--- config.mk ---
export PLATFORM = sky130hd
export DESIGN_NAME = decode_stage
export DESIGN_NICKNAME = d
export VERILOG_FILES = /design/src/rtl/decode_pkg.sv /design/src/rtl/decode_comb.sv /design/src/rtl/decode_stage.sv
export SDC_FILE = /design/constraint.sdc
export NUM_CORES = 1
export LEC_CHECK = 0
export BUFFER_PORTS_ARGS = -buffer_cell sky130_fd_sc_hd__buf_2
export CAP_MARGIN = 5
export CELL_PAD_IN_SITES_DETAIL_PLACEMENT = 0
export CELL_PAD_IN_SITES_GLOBAL_PLACEMENT = 1
export CORE_AREA = 2 2 129 131
export CTS_BUF_LIST = sky130_fd_sc_hd__clkbuf_4 sky130_fd_sc_hd__clkbuf_8
export DETAILED_ROUTE_END_ITERATION = 10
export DIE_AREA = 0 0 131 133
export GPL_ROUTABILITY_DRIVEN = 0
export PLACE_DENSITY = 0.86
export SLEW_MARGIN = 10
export SYNTH_ARGS = -nofsm -noshare
export SYNTH_HDL_FRONTEND = slang
export SYNTH_SLANG_ARGS = --single-unit
--- constraint.sdc ---
create_clock -name clk -period 2.2 [get_ports clk]
set_clock_uncertainty 0.2 [all_clocks]
set_input_delay 0.22 -clock clk [delete_from_list [all_inputs] [get_ports clk]]
set_output_delay 0.22 -clock clk [all_outputs]
set_load 0.005 [all_outputs]
--- src/rtl/decode_pkg.sv ---
// rtl/decode_pkg.sv - RV32I decode constants and decoded-bundle type shared by the decode stage.
package decode_pkg;

    localparam logic [6:0] OP     = 7'b0110011;
    localparam logic [6:0] OP_IMM = 7'b0010011;
    localparam logic [6:0] LOAD   = 7'b0000011;
    localparam logic [6:0] STORE  = 7'b0100011;
    localparam logic [6:0] BRANCH = 7'b1100011;
    localparam logic [6:0] LUI    = 7'b0110111;
    localparam logic [6:0] AUIPC  = 7'b0010111;
    localparam logic [6:0] JAL    = 7'b1101111;
    localparam logic [6:0] JALR   = 7'b1100111;
    localparam logic [6:0] FENCE  = 7'b0001111;
    localparam logic [6:0] SYSTEM = 7'b1110011;

    localparam logic [4:0] ALU_ADD = 5'b00000;
    localparam logic [1:0] ALU_M   = 2'b10;

    localparam logic [6:0] F7_BASE   = 7'b0000000;
    localparam logic [6:0] F7_ALT    = 7'b0100000;
    localparam logic [6:0] F7_MULDIV = 7'b0000001;

    localparam logic [31:0] INST_ECALL  = 32'h0000_0073;
    localparam logic [31:0] INST_EBREAK = 32'h0010_0073;

    typedef struct packed {
        logic       write_en;
        logic       mem_write_en;
        logic       mem_read_en;
        logic       branch_inst;
        logic       jump_inst;
        logic       jalr_inst;
        logic       system_inst;
        logic       illegal_inst;
        logic       alu_src1_from_pc;
        logic       alu_src2_from_imm;
        logic [4:0] write_addr;
        logic [4:0] read_addr1;
        logic [4:0] read_addr2;
        logic [2:0] funct3;
        logic [6:0] funct7;
        logic [4:0] alu_opcode;
    } dec_bundle_t;

endpackage

--- src/rtl/decode_comb.sv ---
// rtl/decode_comb.sv - Purely combinational RV32I decode; DECODE_RV32M_EN adds M-extension decode.
module decode_comb
    import decode_pkg::*;
#(
    parameter int XLEN = 32
) (
    input  logic [31:0]     inst,
    output dec_bundle_t     bundle,
    output logic [XLEN-1:0] imm
);

    logic [6:0]  opcode;
    logic [2:0]  f3;
    logic [6:0]  f7;
    logic [31:0] imm32;
    logic        legal;
    logic        rd_write;

    assign opcode = inst[6:0];
    assign f3     = inst[14:12];
    assign f7     = inst[31:25];
    assign imm    = XLEN'($signed(imm32));

    always_comb begin
        bundle            = '0;
        imm32             = '0;
        legal             = 1'b1;
        rd_write          = 1'b0;
        bundle.write_addr = inst[11:7];
        bundle.read_addr1 = inst[19:15];
        bundle.read_addr2 = inst[24:20];
        bundle.funct3     = f3;
        bundle.funct7     = f7;

        case (opcode)
            OP: begin
                rd_write = 1'b1;
                if (f7 == F7_BASE) begin
                    bundle.alu_opcode = {2'b00, f3};
                end else if (f7 == F7_ALT && (f3 == 3'b000 || f3 == 3'b101)) begin
                    bundle.alu_opcode = {2'b01, f3};
`ifdef DECODE_RV32M_EN
                end else if (f7 == F7_MULDIV) begin
                    bundle.alu_opcode = {ALU_M, f3};
`endif
                end else begin
                    legal = 1'b0;
                end
            end
            OP_IMM: begin
                rd_write                 = 1'b1;
                bundle.alu_src2_from_imm = 1'b1;
                imm32                    = {{20{inst[31]}}, inst[31:20]};
                bundle.alu_opcode        = {1'b0, (f3 == 3'b101) ? inst[30] : 1'b0, f3};
                if (f3 == 3'b001 && f7 != F7_BASE) legal = 1'b0;
                if (f3 == 3'b101 && f7 != F7_BASE && f7 != F7_ALT) legal = 1'b0;
            end
            LOAD: begin
                rd_write                 = 1'b1;
                bundle.mem_read_en       = 1'b1;
                bundle.alu_src2_from_imm = 1'b1;
                bundle.alu_opcode        = ALU_ADD;
                imm32                    = {{20{inst[31]}}, inst[31:20]};
                if (f3 == 3'b011 || f3 == 3'b110 || f3 == 3'b111) legal = 1'b0;
            end
            STORE: begin
                bundle.mem_write_en      = 1'b1;
                bundle.alu_src2_from_imm = 1'b1;
                bundle.alu_opcode        = ALU_ADD;
                imm32                    = {{20{inst[31]}}, inst[31:25], inst[11:7]};
                if (f3 > 3'b010) legal = 1'b0;
            end
            BRANCH: begin
                bundle.branch_inst = 1'b1;
                bundle.alu_opcode  = {2'b00, f3};
                imm32 = {{19{inst[31]}}, inst[31], inst[7], inst[30:25], inst[11:8], 1'b0};
                if (f3 == 3'b010 || f3 == 3'b011) legal = 1'b0;
            end
            LUI: begin
                // Computed as x0 + imm, so the rs1 field bits (part of the immediate) are masked.
                rd_write                 = 1'b1;
                bundle.read_addr1        = 5'd0;
                bundle.alu_src2_from_imm = 1'b1;
                bundle.alu_opcode        = ALU_ADD;
                imm32                    = {inst[31:12], 12'b0};
            end
            AUIPC: begin
                rd_write                 = 1'b1;
                bundle.alu_src1_from_pc  = 1'b1;
                bundle.alu_src2_from_imm = 1'b1;
                bundle.alu_opcode        = ALU_ADD;
                imm32                    = {inst[31:12], 12'b0};
            end
            JAL: begin
                rd_write                 = 1'b1;
                bundle.jump_inst         = 1'b1;
                bundle.alu_src1_from_pc  = 1'b1;
                bundle.alu_src2_from_imm = 1'b1;
                bundle.alu_opcode        = ALU_ADD;
                imm32 = {{11{inst[31]}}, inst[31], inst[19:12], inst[20], inst[30:21], 1'b0};
            end
            JALR: begin
                rd_write                 = 1'b1;
                bundle.jalr_inst         = 1'b1;
                bundle.alu_src2_from_imm = 1'b1;
                bundle.alu_opcode        = ALU_ADD;
                imm32                    = {{20{inst[31]}}, inst[31:20]};
                if (f3 != 3'b000) legal = 1'b0;
            end
            FENCE: begin
            end
            SYSTEM: begin
                if (inst == INST_ECALL || inst == INST_EBREAK) bundle.system_inst = 1'b1;
                else legal = 1'b0;
            end
            default: legal = 1'b0;
        endcase

        if (inst[1:0] != 2'b11) legal = 1'b0;

        bundle.write_en = rd_write && (bundle.write_addr != 5'd0);

        if (!legal) begin
            bundle.write_en          = 1'b0;
            bundle.mem_write_en      = 1'b0;
            bundle.mem_read_en       = 1'b0;
            bundle.branch_inst       = 1'b0;
            bundle.jump_inst         = 1'b0;
            bundle.jalr_inst         = 1'b0;
            bundle.system_inst       = 1'b0;
            bundle.alu_src1_from_pc  = 1'b0;
            bundle.alu_src2_from_imm = 1'b0;
            bundle.alu_opcode        = ALU_ADD;
            bundle.illegal_inst      = 1'b1;
            imm32                    = '0;
        end
    end

endmodule

--- src/rtl/decode_stage.sv ---
// rtl/decode_stage.sv - Registered RV32I decode stage with handshake, flush and transfer counter (DECODE_RV32M_EN optional).
module decode_stage
    import decode_pkg::*;
#(
    parameter int XLEN  = 32,
    parameter int CNT_W = 32
) (
    input  logic             clk,
    input  logic             rst_n,
    input  logic             in_valid,
    output logic             in_ready,
    input  logic [31:0]      in_inst,
    input  logic [XLEN-1:0]  in_pc,
    input  logic             flush,
    output logic             dec_valid,
    input  logic             dec_ready,
    output logic [XLEN-1:0]  dec_pc,
    output logic             write_en,
    output logic             mem_write_en,
    output logic             mem_read_en,
    output logic             branch_inst,
    output logic             jump_inst,
    output logic             jalr_inst,
    output logic             system_inst,
    output logic             illegal_inst,
    output logic             alu_src1_from_pc,
    output logic             alu_src2_from_imm,
    output logic [4:0]       write_addr,
    output logic [4:0]       read_addr1,
    output logic [4:0]       read_addr2,
    output logic [XLEN-1:0]  immediate,
    output logic [2:0]       funct3,
    output logic [6:0]       funct7,
    output logic [4:0]       alu_opcode,
    output logic [CNT_W-1:0] decode_count
);

    dec_bundle_t      comb_bundle;
    logic [XLEN-1:0]  comb_imm;

    dec_bundle_t      bundle_q, bundle_d;
    logic [XLEN-1:0]  imm_q, imm_d;
    logic [XLEN-1:0]  pc_q, pc_d;
    logic             valid_q, valid_d;
    logic [CNT_W-1:0] count_q, count_d;
    logic             capture;

    decode_comb #(.XLEN(XLEN)) u_decode_comb (
        .inst   (in_inst),
        .bundle (comb_bundle),
        .imm    (comb_imm)
    );

    assign in_ready = !flush && (!valid_q || dec_ready);
    assign capture  = in_valid && in_ready;

    always_comb begin
        bundle_d = bundle_q;
        imm_d    = imm_q;
        pc_d     = pc_q;
        valid_d  = valid_q;
        count_d  = count_q;
        if (capture) begin
            bundle_d = comb_bundle;
            imm_d    = comb_imm;
            pc_d     = in_pc;
        end
        if (flush)          valid_d = 1'b0;
        else if (capture)   valid_d = 1'b1;
        else if (dec_ready) valid_d = 1'b0;
        // A bundle killed by flush in the same cycle it is accepted is not counted.
        if (valid_q && dec_ready && !flush) count_d = count_q + CNT_W'(1);
    end

    always_ff @(posedge clk or negedge rst_n) begin
        if (!rst_n) begin
            bundle_q <= '0;
            imm_q    <= '0;
            pc_q     <= '0;
            valid_q  <= 1'b0;
            count_q  <= '0;
        end else begin
            bundle_q <= bundle_d;
            imm_q    <= imm_d;
            pc_q     <= pc_d;
            valid_q  <= valid_d;
            count_q  <= count_d;
        end
    end

    assign dec_valid         = valid_q;
    assign dec_pc            = pc_q;
    assign immediate         = imm_q;
    assign decode_count      = count_q;
    assign write_en          = bundle_q.write_en;
    assign mem_write_en      = bundle_q.mem_write_en;
    assign mem_read_en       = bundle_q.mem_read_en;
    assign branch_inst       = bundle_q.branch_inst;
    assign jump_inst         = bundle_q.jump_inst;
    assign jalr_inst         = bundle_q.jalr_inst;
    assign system_inst       = bundle_q.system_inst;
    assign illegal_inst      = bundle_q.illegal_inst;
    assign alu_src1_from_pc  = bundle_q.alu_src1_from_pc;
    assign alu_src2_from_imm = bundle_q.alu_src2_from_imm;
    assign write_addr        = bundle_q.write_addr;
    assign read_addr1        = bundle_q.read_addr1;
    assign read_addr2        = bundle_q.read_addr2;
    assign funct3            = bundle_q.funct3;
    assign funct7            = bundle_q.funct7;
    assign alu_opcode        = bundle_q.alu_opcode;

endmodule

-- Word level (Yosys, flattened, before mapping)
Index checks and enable logic that the tools add are counted.
- register bits after elaboration: 137
- bits of input ports: 69
- output and inout port bits: 138
- $add $sub $neg: 1
- eq/ne operators: 22
- muxes and demuxes: 32
- reductions and logical operators: 29
- $lt $le $gt $ge: 1
- operator list (cell ; number):
    $pmux 32 s5 ; 1
    $add 32x1->32 const B ; 1
    $eq 32x21->1 const B ; 1
    $eq 32x7->1 const B ; 1
    $mux 32 ; 1
    $eq 7x6->1 const B ; 4
    $eq 7x7->1 const B ; 4
    $mux 1 ; 23
    $mux 5 ; 3
    $pmux 5 s3 ; 1
    $eq 7x5->1 const B ; 2
    $reduce_or 7->1 ; 2
    $mux 10 ; 1
    $eq 3x3->1 const B ; 3
    $logic_and 1x1->1 ; 9
    $pmux 1 s8 ; 1
    $eq 7x2->1 const B ; 1
    $eq 7x4->1 const B ; 1
    $logic_not 7->1 ; 1
    $ne 7x6->1 const B ; 1
    $reduce_bool 7->1 ; 1
    $eq 3x2->1 const B ; 2
    $logic_or 1x1->1 ; 6
    $reduce_bool 3->1 ; 2
    other kinds (10) ; 12

-- Depth between registers and ports, before layout
Gate-level depths: netlist (run 1).
- depth in word-level cells: 8
- gate-level depth with buffers: 8

-- Hierarchy
A second synthesis (run 1) with hierarchy kept.
- cell total of the unflattened synthesis: 570
- area total of the unflattened synthesis: 6740.2 um^2
- modules (own cells, without submodules) (module ; area an instance (um^2) ; cells each ; sequential area each (um^2) ; instances):
    decode_stage ; 5442.7 ; 363 ; 3428.3 ; 1
    decode_comb ; 1297.5 ; 207 ; 0.0 ; 1

-- Least setup slack after synthesis (run 1)
Ideal clock, no wire load.
- path kind: in2reg
- from: input port in_inst[9]
- to: register imm_q[31], in the netlist immediate[31]
- data required time: 1910 ps
- buffers on the path: 1
- library setup time: 90 ps
- data arrival time: 1816 ps
- stages on the path: 7
- setup slack: 95 ps
- cell sequence: or4_1 > nor4_1 > nand4_1 > a21oi_2 > nor2_4 > buf_6 > o31ai_4
- longest elaborated chain between the ends: 6
- elaborated cells on any way between the ends: 7
- RTL lines (element ; RTL line ; source):
    start, declared ; decode_stage.sv:12 ; input logic [31:0] in_inst,
    $eq 32x7->1 / $eq 32x21->1 (equally long branches) ; decode_comb.sv:113 ; if (inst == INST_ECALL || inst == INST_EBREAK) bundle.system_inst = 1'b1;
    $logic_or 1x1->1 (*) ; decode_comb.sv:113 ;
    $mux 1 (*) ; decode_comb.sv:113 ;
    $pmux 1 s8 (*) ; decode_comb.sv:35 ; case (opcode)
    $mux 1 (*) ; decode_comb.sv:119 ; if (inst[1:0] != 2'b11) legal = 1'b0;
    $mux 32 (*) ; decode_comb.sv:123 ; if (!legal) begin
    end signal, assigned ; decode_stage.sv:84 ; imm_q <= imm_d;
    end, declared ; decode_stage.sv:42 ; logic [XLEN-1:0] imm_q, imm_d;
Mark *: on every way between the ends. The rest lies on a longest branch, timed or not.
A chain may end at the register's enable or synchronous reset.

-- Worst setup path after layout (run 1)
- from: input port in_inst[12]
- to: register imm_q[28], in the netlist immediate[28]
- longest elaborated chain between the ends: 8
- elaborated cells on any way between the ends: 32
- RTL lines (element ; RTL line ; source):
    $eq 3x3->1 / $logic_not 3->1 (equally long branches) ; decode_comb.sv:40, decode_comb.sv:56 ;
    $logic_or 1x1->1 ; decode_comb.sv:40 ; end else if (f7 == F7_ALT && (f3 == 3'b000 || f3 == 3'b101)) begin
    $logic_and 1x1->1 ; decode_comb.sv:40 ;
    $mux 1 ; decode_comb.sv:40 ;
    $mux 1 ; decode_comb.sv:38 ; if (f7 == F7_BASE) begin
    $pmux 1 s8 (*) ; decode_comb.sv:35 ;
    $mux 1 (*) ; decode_comb.sv:119 ;
    $mux 32 (*) ; decode_comb.sv:123 ;
Marks and branches as above.

==> results.cfg, run 1 <==
[setup_path]
cp_max_fo = 7
end_kind = flip-flop
worstSetupEndpoint = immediate[28]
crit_arrival_ns = 2.28
worstSetupPathType = in -> reg
crit_required_ns = 2.31
r2r-end = alu_opcode[0]
crit_start = in_inst[12]
ff2ff_path_depth = 7
r2r_start = dec_valid
reg2reg_slack_ns = 0.20
cp-start-kind = primary input

[clocking]
clock_latency_ns = 0.44
clock_sink_count = 136
path_clk_slew_ns = 0.08
h-tree-depth = 4
clock_tree.buffer_depth = 2
cts_tree = done
root_buffer = clkbuf_8
cts_made_buffers = 17

[sta]
drv_slew = 0
hold_viol = 0
setup_violations = 0
grt_setup_unrepaired = no
tns_ns = 0
max_freq_mhz = 461
finalCriticalPeriod_ns = 2.17
fin_crit_sh_pct = 98.7

[detailed_routing]
wl_per_cell_microns = 15.6
drcViolationCount = 0
wl_microns = 18400
vias = 5790
first_iter_violations = 228
first_pass_iters = 5
ant_nets = 0
vias_per_cell = 4.90

[floorplan]
start_util_pct = 38.2
io_pins = 207
die-area_sq_um = 17400
die_y_microns = 133
die_x_microns = 131
design.core.area_sq_um = 16200
rows = 47

[logic_synthesis]
syn-instance-count = 640
yosys.area.top_type = dfrtp_1
synth_compound_area_share_pct = 13.3
yosys-mux-area-fraction_pct = 0
synth_top_cell_area_share_pct = 55.2
syn_area_per_cell_sq_um = 9.64
synth_cell_types = 51
ys_ff_latch = 136
async_flop_share_pct = 100
synth_ff_type = dfrtp_1
yosysSeqAreaShare_pct = 55.2
synthAdderAreaFrac_pct = 0.203
synth_top_family_by_area = simple AND/OR/NAND/NOR gates
yosys-top-cells-area = dfrtp_1, nand2_1, o31ai_2
yosysMostFrequentCell = nand2_1
synth_xor_area_share_pct = 4.40
synth_edf_count = 0
yosys.area_share.simple_pct = 23.8
netlist_area_sq_um = 6170
syn_nets = 710
synth_commonest_cells = nand2_1, dfrtp_1, nand3_1, xnor2_1, o31ai_2
yosys_warnings = 0

[global_routing]
track_usage_pct = 21.4
top_usage_layer = met2
grt_pass1_vias = 5845
grt.met3_usage_pct = 6.59
met2_usage_pct = 35.1
grtUsageMet1_pct = 26.6
grt_pass1_wl_microns = 29200
antenna_found_initial = 2
overflow = 0
grt_max_degree = 67

[power_and_ir_drop]
powerDensity_nw_per_um2 = 673
power.leakage_nw = 4.62
peakVddDrop_uv = 340
p_total_mw = 6.03

[finish]
fillers = 1434
utilization_pct = 55.4
nNetsFinal = 1019
antenna_cells = 0
area_growth_pct = 45.2
drive_gt1_share_pct = 35.0

[placement]
io_buffers = 205
dp_hpwl_microns = 13100

[run]
cap_violations = 0

[run_status]
outcome = complete, no violations

[min_path]
hp-class = in -> reg
worst min-delay path by stage:
stage | start | to | slack (ns) | cells after the start
floorplan | rst_n | alu_opcode[0] | -0.28 | 0
global placement | rst_n | dec_pc[24] | -0.02 | 1
detailed placement | rst_n | dec_pc[18] | -0.02 | 1
CTS | in_inst[30] | immediate[10] | 0.002 | 4
global route | in_inst[30] | immediate[10] | 0.01 | 4
finish | in_inst[30] | immediate[10] | 0.02 | 4
layout by cell type (no fill, tap or decap), types with 7 or more instances in the layout:
cell type / netlist / layout
nor2_1: 18 / 17
xnor2_1: 29 / 29
a22oi_1: 15 / 15
dlygate4sd3_1: 0 / 61
a21oi_1: 14 / 14
buf_2: 5 / 201
nand3_1: 29 / 29
nand4_1: 10 / 10
buf_12: 0 / 7
o21ai_0: 18 / 18
nand2_1: 234 / 233
o31ai_2: 26 / 26
dfrtp_1: 136 / 136
clkbuf_8: 0 / 18
buf_4: 2 / 56
and3_1: 10 / 10
layout make-up:
cell class	count	area, sq um	share of cell area, %
multi-input combinational	463	2590	28.9
clock buffer	19	255	2.85
sequential	136	3400	38.0
timing repair buffer	329	2240	25.0
clock inverter	13	193	2.15
inverter	2	7.51	0.0838
tap	220	275	3.07
per-layer routing:
layer	share of wire, %	wire [microns]
met1	42	7810
met2	48	8800
met3	7.8	1450
met4	1.9	358
met5	0.071	13
state kept, by name (all words and copies together) (netlist names), 3 cells and up:
name	flops
decode_count	32
write_addr	5
immediate	32
funct7	7
read_addr2	5
funct3	3
read_addr1	5
alu_opcode	4
dec_pc	32
critical path, cell delays in order:
cell and delay (ns):
dlygate4sd3_1 0.52, buf_4 0.17, o21ai_0 0.10, nand4_1 0.11, o31ai_1 0.07, or4_4 0.44
nor2_4 0.34, clkbuf_16 0.24, o31ai_2 0.07
power by group:
| group | internal (mW) | switching (mW) |
|---|---|---|
| Combinational | 0.439 | 0.477 |
| Sequential | 2.69 | 0.121 |
| Clock | 1.29 | 1.01 |
repair_timing:
item	4_1_cts	5_1_grt
setup endpoints to repair	0	34
hold buffers	63	0
resized for setup	0	5
buffers inserted	0	0
endpoints found under the hold margin	215	0
per-stage QoR:
step	instances	area [sq um]	hold slack, ns	worst slack [ns]
final	1182	8960	0.0213	0.0294
after global routing	1182	8960	0.0107	0.00745
after CTS	1183	8940	0.00231	0.0338
after detailed placement	1088	7860	-0.0170	-0.221
after global placement	1088	7860	-0.0189	-0.170
after floorplan	640	6170	-0.276	0.0946
cells by family (layout without fill, tap and decap cells):
family / count (synthesis) / in the layout
compound gates: 97 / 97
xor+xnor: 31 / 31
fa+ha+maj: 1 / 1
buf+inv: 41 / 363
flops: 136 / 136
other cells: 1 / 1
simple gates: 333 / 333
(Power assumes the default switching activity.)
==> inputs of run 2 (changes only) <==
--- a/config.mk
+++ b/config.mk
@@ -5,16 +5,16 @@
 export SDC_FILE = /design/constraint.sdc
 export NUM_CORES = 1
 export LEC_CHECK = 0
-export BUFFER_PORTS_ARGS = -buffer_cell sky130_fd_sc_hd__buf_2
 export CAP_MARGIN = 5
 export CELL_PAD_IN_SITES_DETAIL_PLACEMENT = 0
 export CELL_PAD_IN_SITES_GLOBAL_PLACEMENT = 1
-export CORE_AREA = 2 2 129 131
+export CORE_AREA = 2 2 116 118
 export CTS_BUF_LIST = sky130_fd_sc_hd__clkbuf_4 sky130_fd_sc_hd__clkbuf_8
 export DETAILED_ROUTE_END_ITERATION = 10
-export DIE_AREA = 0 0 131 133
+export DIE_AREA = 0 0 118 120
+export DONT_BUFFER_PORTS = 1
 export GPL_ROUTABILITY_DRIVEN = 0
-export PLACE_DENSITY = 0.86
+export PLACE_DENSITY = 0.84
 export SLEW_MARGIN = 10
 export SYNTH_ARGS = -nofsm -noshare
 export SYNTH_HDL_FRONTEND = slang
==> run 2 against run 1 <==
Effect of this change:
- highest routed layer is now met4
- clock power is 16% lower
- the run now ends with hold timing left
- core utilization is 4.4 points higher
- sequential cell count is the same
==> results.cfg, run 2 (synthesized netlist as in run 1, its figures left out) <==
[run_status]
outcome = complete, but fails checks
violations = hold timing

[placement]
dp_hpwl_microns = 11100
io_buffers = 0
dpl_cell_area_sq_um = 6500

[global_routing]
met2_usage_pct = 42.0
overflow = 0
grt_pass1_vias = 5282
grt_pass1_wl_microns = 28100
top_usage_layer = met2
antenna_found_initial = 1
grtUsageMet1_pct = 29.8
grt_max_degree = 137
track_usage_pct = 25.5
grt.met3_usage_pct = 11.2

[finish]
fillers = 1138
multiInputGateArea_sq_um = 2620
seq_area_sq_um = 3400
stdcell_area_sq_um = 7760
utilization_pct = 59.8
layout_commonest_cell = nand2_1
area_growth_pct = 25.8
drive_gt1_share_pct = 14.6
final_cell_mix = nand2_1, dfrtp_1, dlygate4sd3_1
nNetsFinal = 798

[sta]
drv_slew = 0
slew_headroom_pct = 61.6
finalCriticalPeriod_ns = 2.16
fin_crit_sh_pct = 98.0
setup_violations = 0
tns_ns = 0
max_freq_mhz = 464
worst_pin_slew_ns = 0.574
hold_ws_ns = -0.728
hold_viol = 136

[detailed_routing]
wl_per_cell_microns = 19.5
ant_nets = 0
wl_microns = 17900
vias_per_cell = 5.65
drcViolationCount = 0
first_pass_iters = 5
first_iter_violations = 396
vias = 5183

[setup_path]
worstSetupPathType = in -> reg
critPathMaxStageDelay_ns = 0.66
end_kind = flip-flop
cp-start-kind = primary input
cp_cell_sequence = dlygate4sd3_1, nor2_1, nand4_1, o31ai_1, or4_4, nor2_4, buf_12, o21ai_0
critPathSlowestCell = dlygate4sd3_1
crit_arrival_ns = 2.27
cp_max_fo = 13
crit_required_ns = 2.32

[clocking]
root_buffer = clkbuf_8
clock_sink_count = 136
clock_tree.buffer_depth = 2
path_clk_slew_ns = 0.07
cts_made_buffers = 17
clock_latency_ns = 0.44
cts_tree = done
h-tree-depth = 4

[power_and_ir_drop]
power_frac_comb_pct = 10.4
p_int_mw = 3.96
switching_share_pct = 26.5
power.leakage_nw = 3.59
p_sw_mw = 1.43
clockPowerShare_pct = 36.0
seqPwrFrac_pct = 53.6
powerDensity_nw_per_um2 = 695
peakVddDrop_uv = 297

[floorplan]
die-area_sq_um = 14200
design.core.area_sq_um = 13000
rows = 42
die_x_microns = 118
die_y_microns = 120
io_pins = 207
start_util_pct = 47.5

[run]
cap_violations = 0

[min_path]
hp-class = in -> async
==> run 2: cell count changes in the layout (fill, tap and decap cells not counted), sizes merged <==
cell	previous run	this run
buf	265	30
dlygate4sd3	61	71
clkbuf	20	25
bufinv	4	1
clkinv	5	8
dlymetal6s4s	2	5
clkinvlp	2	0
inv	4	2
diode	0	1
==> run 2: area by class of cell <==
type,instances,share of cell area (%)
Sequential cell,136,43.8
Multi-Input combinational cell,463,33.8
Timing Repair Buffer,108,14.6
Clock buffer,23,3.84
Tap cell,176,2.84
Clock inverter,9,0.951
Inverter,2,0.0967
Antenna cell,1,0.0322
==> run 2: routing by layer <==
metal | up-vias | part of all wire, %
met5 | - | 0
met4 | 0 | 2.0
met3 | 35 | 9.6
met2 | 240 | 50
met1 | 2570 | 38
li1 | 2338 | -
==> run 2: per-stage QoR <==
| stage | instances | setup WS (ns) | hold slack [ns] | power (mW) |
|---|---|---|---|---|
| global route | 918 | -0.00295 | -0.776 | 5.66 |
| finish | 918 | 0.0450 | -0.728 | 5.39 |
| global placement | 803 | -0.221 | -0.273 | 3.31 |
| CTS | 911 | 0.00858 | -0.759 | 5.41 |
| detailed placement | 803 | -0.301 | -0.273 | 3.33 |
| floorplan | 640 | 0.0946 | -0.276 | 3.19 |
==> run 2: critical path, delay by kind of cell <==
kind            cells  cell delay, ns
simple gates        4            1.01
buf+inv             2            0.86
compound gates      2            0.17
==> run 2: path summary, 6_finish.rpt <==
| path | start | endpoint | slack [ns] | depth (start not counted) |
|---|---|---|---|---|
| max | in_inst[4] | immediate[10] | 0.04 | 8 |
| min in group clk | in_inst[2] | alu_opcode[3] | 0.01 | 5 |
| max in group asynchronous | rst_n | mem_read_en | 2.33 | 0 |
| min | rst_n | decode_count[10] | -0.73 | 0 |
| min reg2reg | decode_count[31] | decode_count[31] | 0.30 | 1 |
| max reg2reg | dec_valid | jump_inst | 0.09 | 8 |
==> run 2: power by group through the flow <==
stage	sequential (mW)	combinational [mW]	clock [mW]
floorplan	2.88	0.314	0
global placement	2.93	0.371	0
detailed placement	2.94	0.390	0
CTS	2.89	0.526	1.99
global route	2.91	0.621	2.12
finish	2.89	0.558	1.94
==> run 2: what timing repair did <==
item,CTS,global route
setup buffers,0,4
resized for setup,0,11
hold buffers,76,1
endpoints found under the hold margin,247,137
setup endpoints to repair,0,41
==> inputs of run 3 (changes only) <==
--- a/config.mk
+++ b/config.mk
@@ -8,13 +8,13 @@
 export CAP_MARGIN = 5
 export CELL_PAD_IN_SITES_DETAIL_PLACEMENT = 0
 export CELL_PAD_IN_SITES_GLOBAL_PLACEMENT = 1
-export CORE_AREA = 2 2 116 118
+export CORE_AREA = 2 2 111 113
 export CTS_BUF_LIST = sky130_fd_sc_hd__clkbuf_4 sky130_fd_sc_hd__clkbuf_8
 export DETAILED_ROUTE_END_ITERATION = 10
-export DIE_AREA = 0 0 118 120
+export DIE_AREA = 0 0 113 115
 export DONT_BUFFER_PORTS = 1
 export GPL_ROUTABILITY_DRIVEN = 0
-export PLACE_DENSITY = 0.84
+export PLACE_DENSITY = 0.91
 export SLEW_MARGIN = 10
 export SYNTH_ARGS = -nofsm -noshare
 export SYNTH_HDL_FRONTEND = slang
==> constraint.sdc (replaced) <==
create_clock -name clk -period 2.6 [get_ports clk]
set_clock_uncertainty 0.2 [all_clocks]
set_input_delay 0.26 -clock clk [delete_from_list [all_inputs] [get_ports clk]]
set_output_delay 0.26 -clock clk [all_outputs]
set_load 0.005 [all_outputs]
==> run 3 against run 2 <==
Effect of this change:
- the run ends with DRC, hold timing left
- first-iteration DRC count is 1.3% higher
- die area decreased by 8.2%
- via count down 2.0%
- final cell count shrank 4.1%
- sequential share of layout area rose by 1.2 points
- sequential power shrank 15%
- worst setup slack worse by 0.036 ns
- register-to-register slack improved by 0.12 ns
- largest cell class unchanged
- largest power group unchanged
==> results.cfg, run 3 (synthesized netlist as in run 1, its figures left out) <==
[sta]
fin_crit_sh_pct = 99.7
grt_setup_unrepaired = no
hold_viol = 136
drv_slew = 0
finalCriticalPeriod_ns = 2.59
hold_ws_ns = -0.682
setup_violations = 0
worst_pin_slew_ns = 0.625
max_freq_mhz = 386
slew_headroom_pct = 58.0
tns_ns = 0

[setup_path]
reg2reg_slack_ns = 0.21
r2r_start = dec_valid
end_kind = flip-flop
crit_arrival_ns = 2.71
crit_start = in_inst[30]
cp-start-kind = primary input
cp_max_fo = 9
r2r-end = read_addr1[3]
crit_required_ns = 2.72
ff2ff_path_depth = 7
worstSetupPathType = in -> reg

[floorplan]
io_pins = 207
start_util_pct = 52.2
die-area_sq_um = 13000
design.core.area_sq_um = 11800
die_y_microns = 115
die_x_microns = 113
rows = 40

[run]
cap_violations = 0

[power_and_ir_drop]
peakVddDrop_uv = 284
power_frac_comb_pct = 10.0
power.leakage_nw = 3.42
p_int_mw = 3.25
powerDensity_nw_per_um2 = 598
p_sw_mw = 1.27
clockPowerShare_pct = 36.0
switching_share_pct = 28.1
seqPwrFrac_pct = 54.1

[clocking]
clock_tree.buffer_depth = 2
cts_tree = done
clock_sink_count = 136
clock_latency_ns = 0.43
cts_made_buffers = 17
h-tree-depth = 4
root_buffer = clkbuf_8
path_clk_slew_ns = 0.08

[finish]
final_cell_mix = nand2_1, dfrtp_1, dlygate4sd3_1
nNetsFinal = 790
fillers = 938
antenna_cells = 0
area_growth_pct = 22.5
layout_commonest_cell = nand2_1
drive_gt1_share_pct = 12.3
finalNonFillerCells = 880

[detailed_routing]
first_iter_violations = 401
wl_microns = 17500
ant_nets = 0
vias = 5079
vias_per_cell = 5.77
wl_per_cell_microns = 19.8
first_pass_iters = 9
drcViolationCount = 14

[global_routing]
antenna_found_initial = 0
grt_max_degree = 137
overflow = 0
track_usage_pct = 27.0
grt_pass1_wl_microns = 27100
grt_pass1_vias = 4958

[placement]
io_buffers = 0
dp_hpwl_microns = 10900
numPlacedInstances = 762

[run_status]
violations = DRC, hold timing
outcome = complete, but fails checks

[min_path]
hp-class = in -> async
## run 3: cell count changes in the layout (fill, tap and decap cells not counted), sizes merged
cell / delta
clkinv: -2
diode: -1
inv: +2
clkbuf: -7
clkinvlp: +5
dlymetal6s4s: -5
dlygate4sd3: +11
buf: -12
## run 3: critical path, stage by stage
cell and delay (ns):
dlygate4sd3_1 0.58, or4b_1 0.53, nor4_1 0.32, nand4_1 0.22, a21oi_2 0.26, nor2_4 0.12
buf_12 0.16, o41ai_2 0.25
## run 3: per-stage QoR
step / area (sq um) / worst slack (ns) / power (mW) / util, % / hold WS [ns]
after floorplan: 6170 / 0.455 / 2.70 / - / -0.236
after global placement: 6330 / 0.0780 / 2.78 / 53.6 / -0.233
after detailed placement: 6330 / 0.0150 / 2.80 / 53.6 / -0.233
after CTS: 7510 / 0.00220 / 4.55 / 63.5 / -0.722
after global routing: 7560 / 0.0304 / 4.72 / 64.0 / -0.726
final: 7560 / 0.00892 / 4.52 / 64.0 / -0.682
## run 3: routing by layer
layer | global-route usage, % | wire (microns) | vias up | part of all wire, %
met2 | 44.8 | 8730 | 243 | 50
met1 | 32.7 | 6800 | 2488 | 39
li1 | - | - | 2328 | -
met4 | 7.89 | 202 | 0 | 1.2
met3 | 11.4 | 1740 | 20 | 10
met5 | 0 | 0 | - | 0
## run 3: power groups by stage
stage,clock network [mW],registers [mW],logic (mW)
after global routing,1.75,2.46,0.506
after global placement,0,2.48,0.301
after floorplan,0,2.43,0.266
after detailed placement,0,2.49,0.315
final,1.63,2.45,0.450
after CTS,1.67,2.45,0.436
## run 3: layout make-up
cell class                      count  area [sq um]  share of cell area (%)
Tap cell                          147           184                    2.43
Clock buffer                       18           241                    3.19
Inverter                            2          7.51                  0.0993
Sequential cell                   136          3400                    45.0
Multi-Input combinational cell    463          2590                    34.3
Timing Repair Buffer              100          1010                    13.3
Clock inverter                     14           126                    1.67
## run 3: worst max-delay path by stage
stage                   endpoint  slack (ns)  cells after the start
5_1_grt            immediate[30]        0.03                      8
4_1_cts        alu_src2_from_imm       0.002                      8
3_5_place_dp       immediate[12]        0.01                      7
2_1_floorplan      immediate[31]        0.45                      7
6_report               jalr_inst       0.009                      8
3_3_place_gp       immediate[16]        0.08                      7
## run 3: timing repair
| item | in CTS | in global routing |
|---|---|---|
| hold buffers | 81 | 1 |
| endpoints found under the setup margin | 0 | 34 |
| endpoints found under the hold margin | 246 | 138 |
| setup buffers | 0 | 4 |
| gates resized for setup | 0 | 2 |
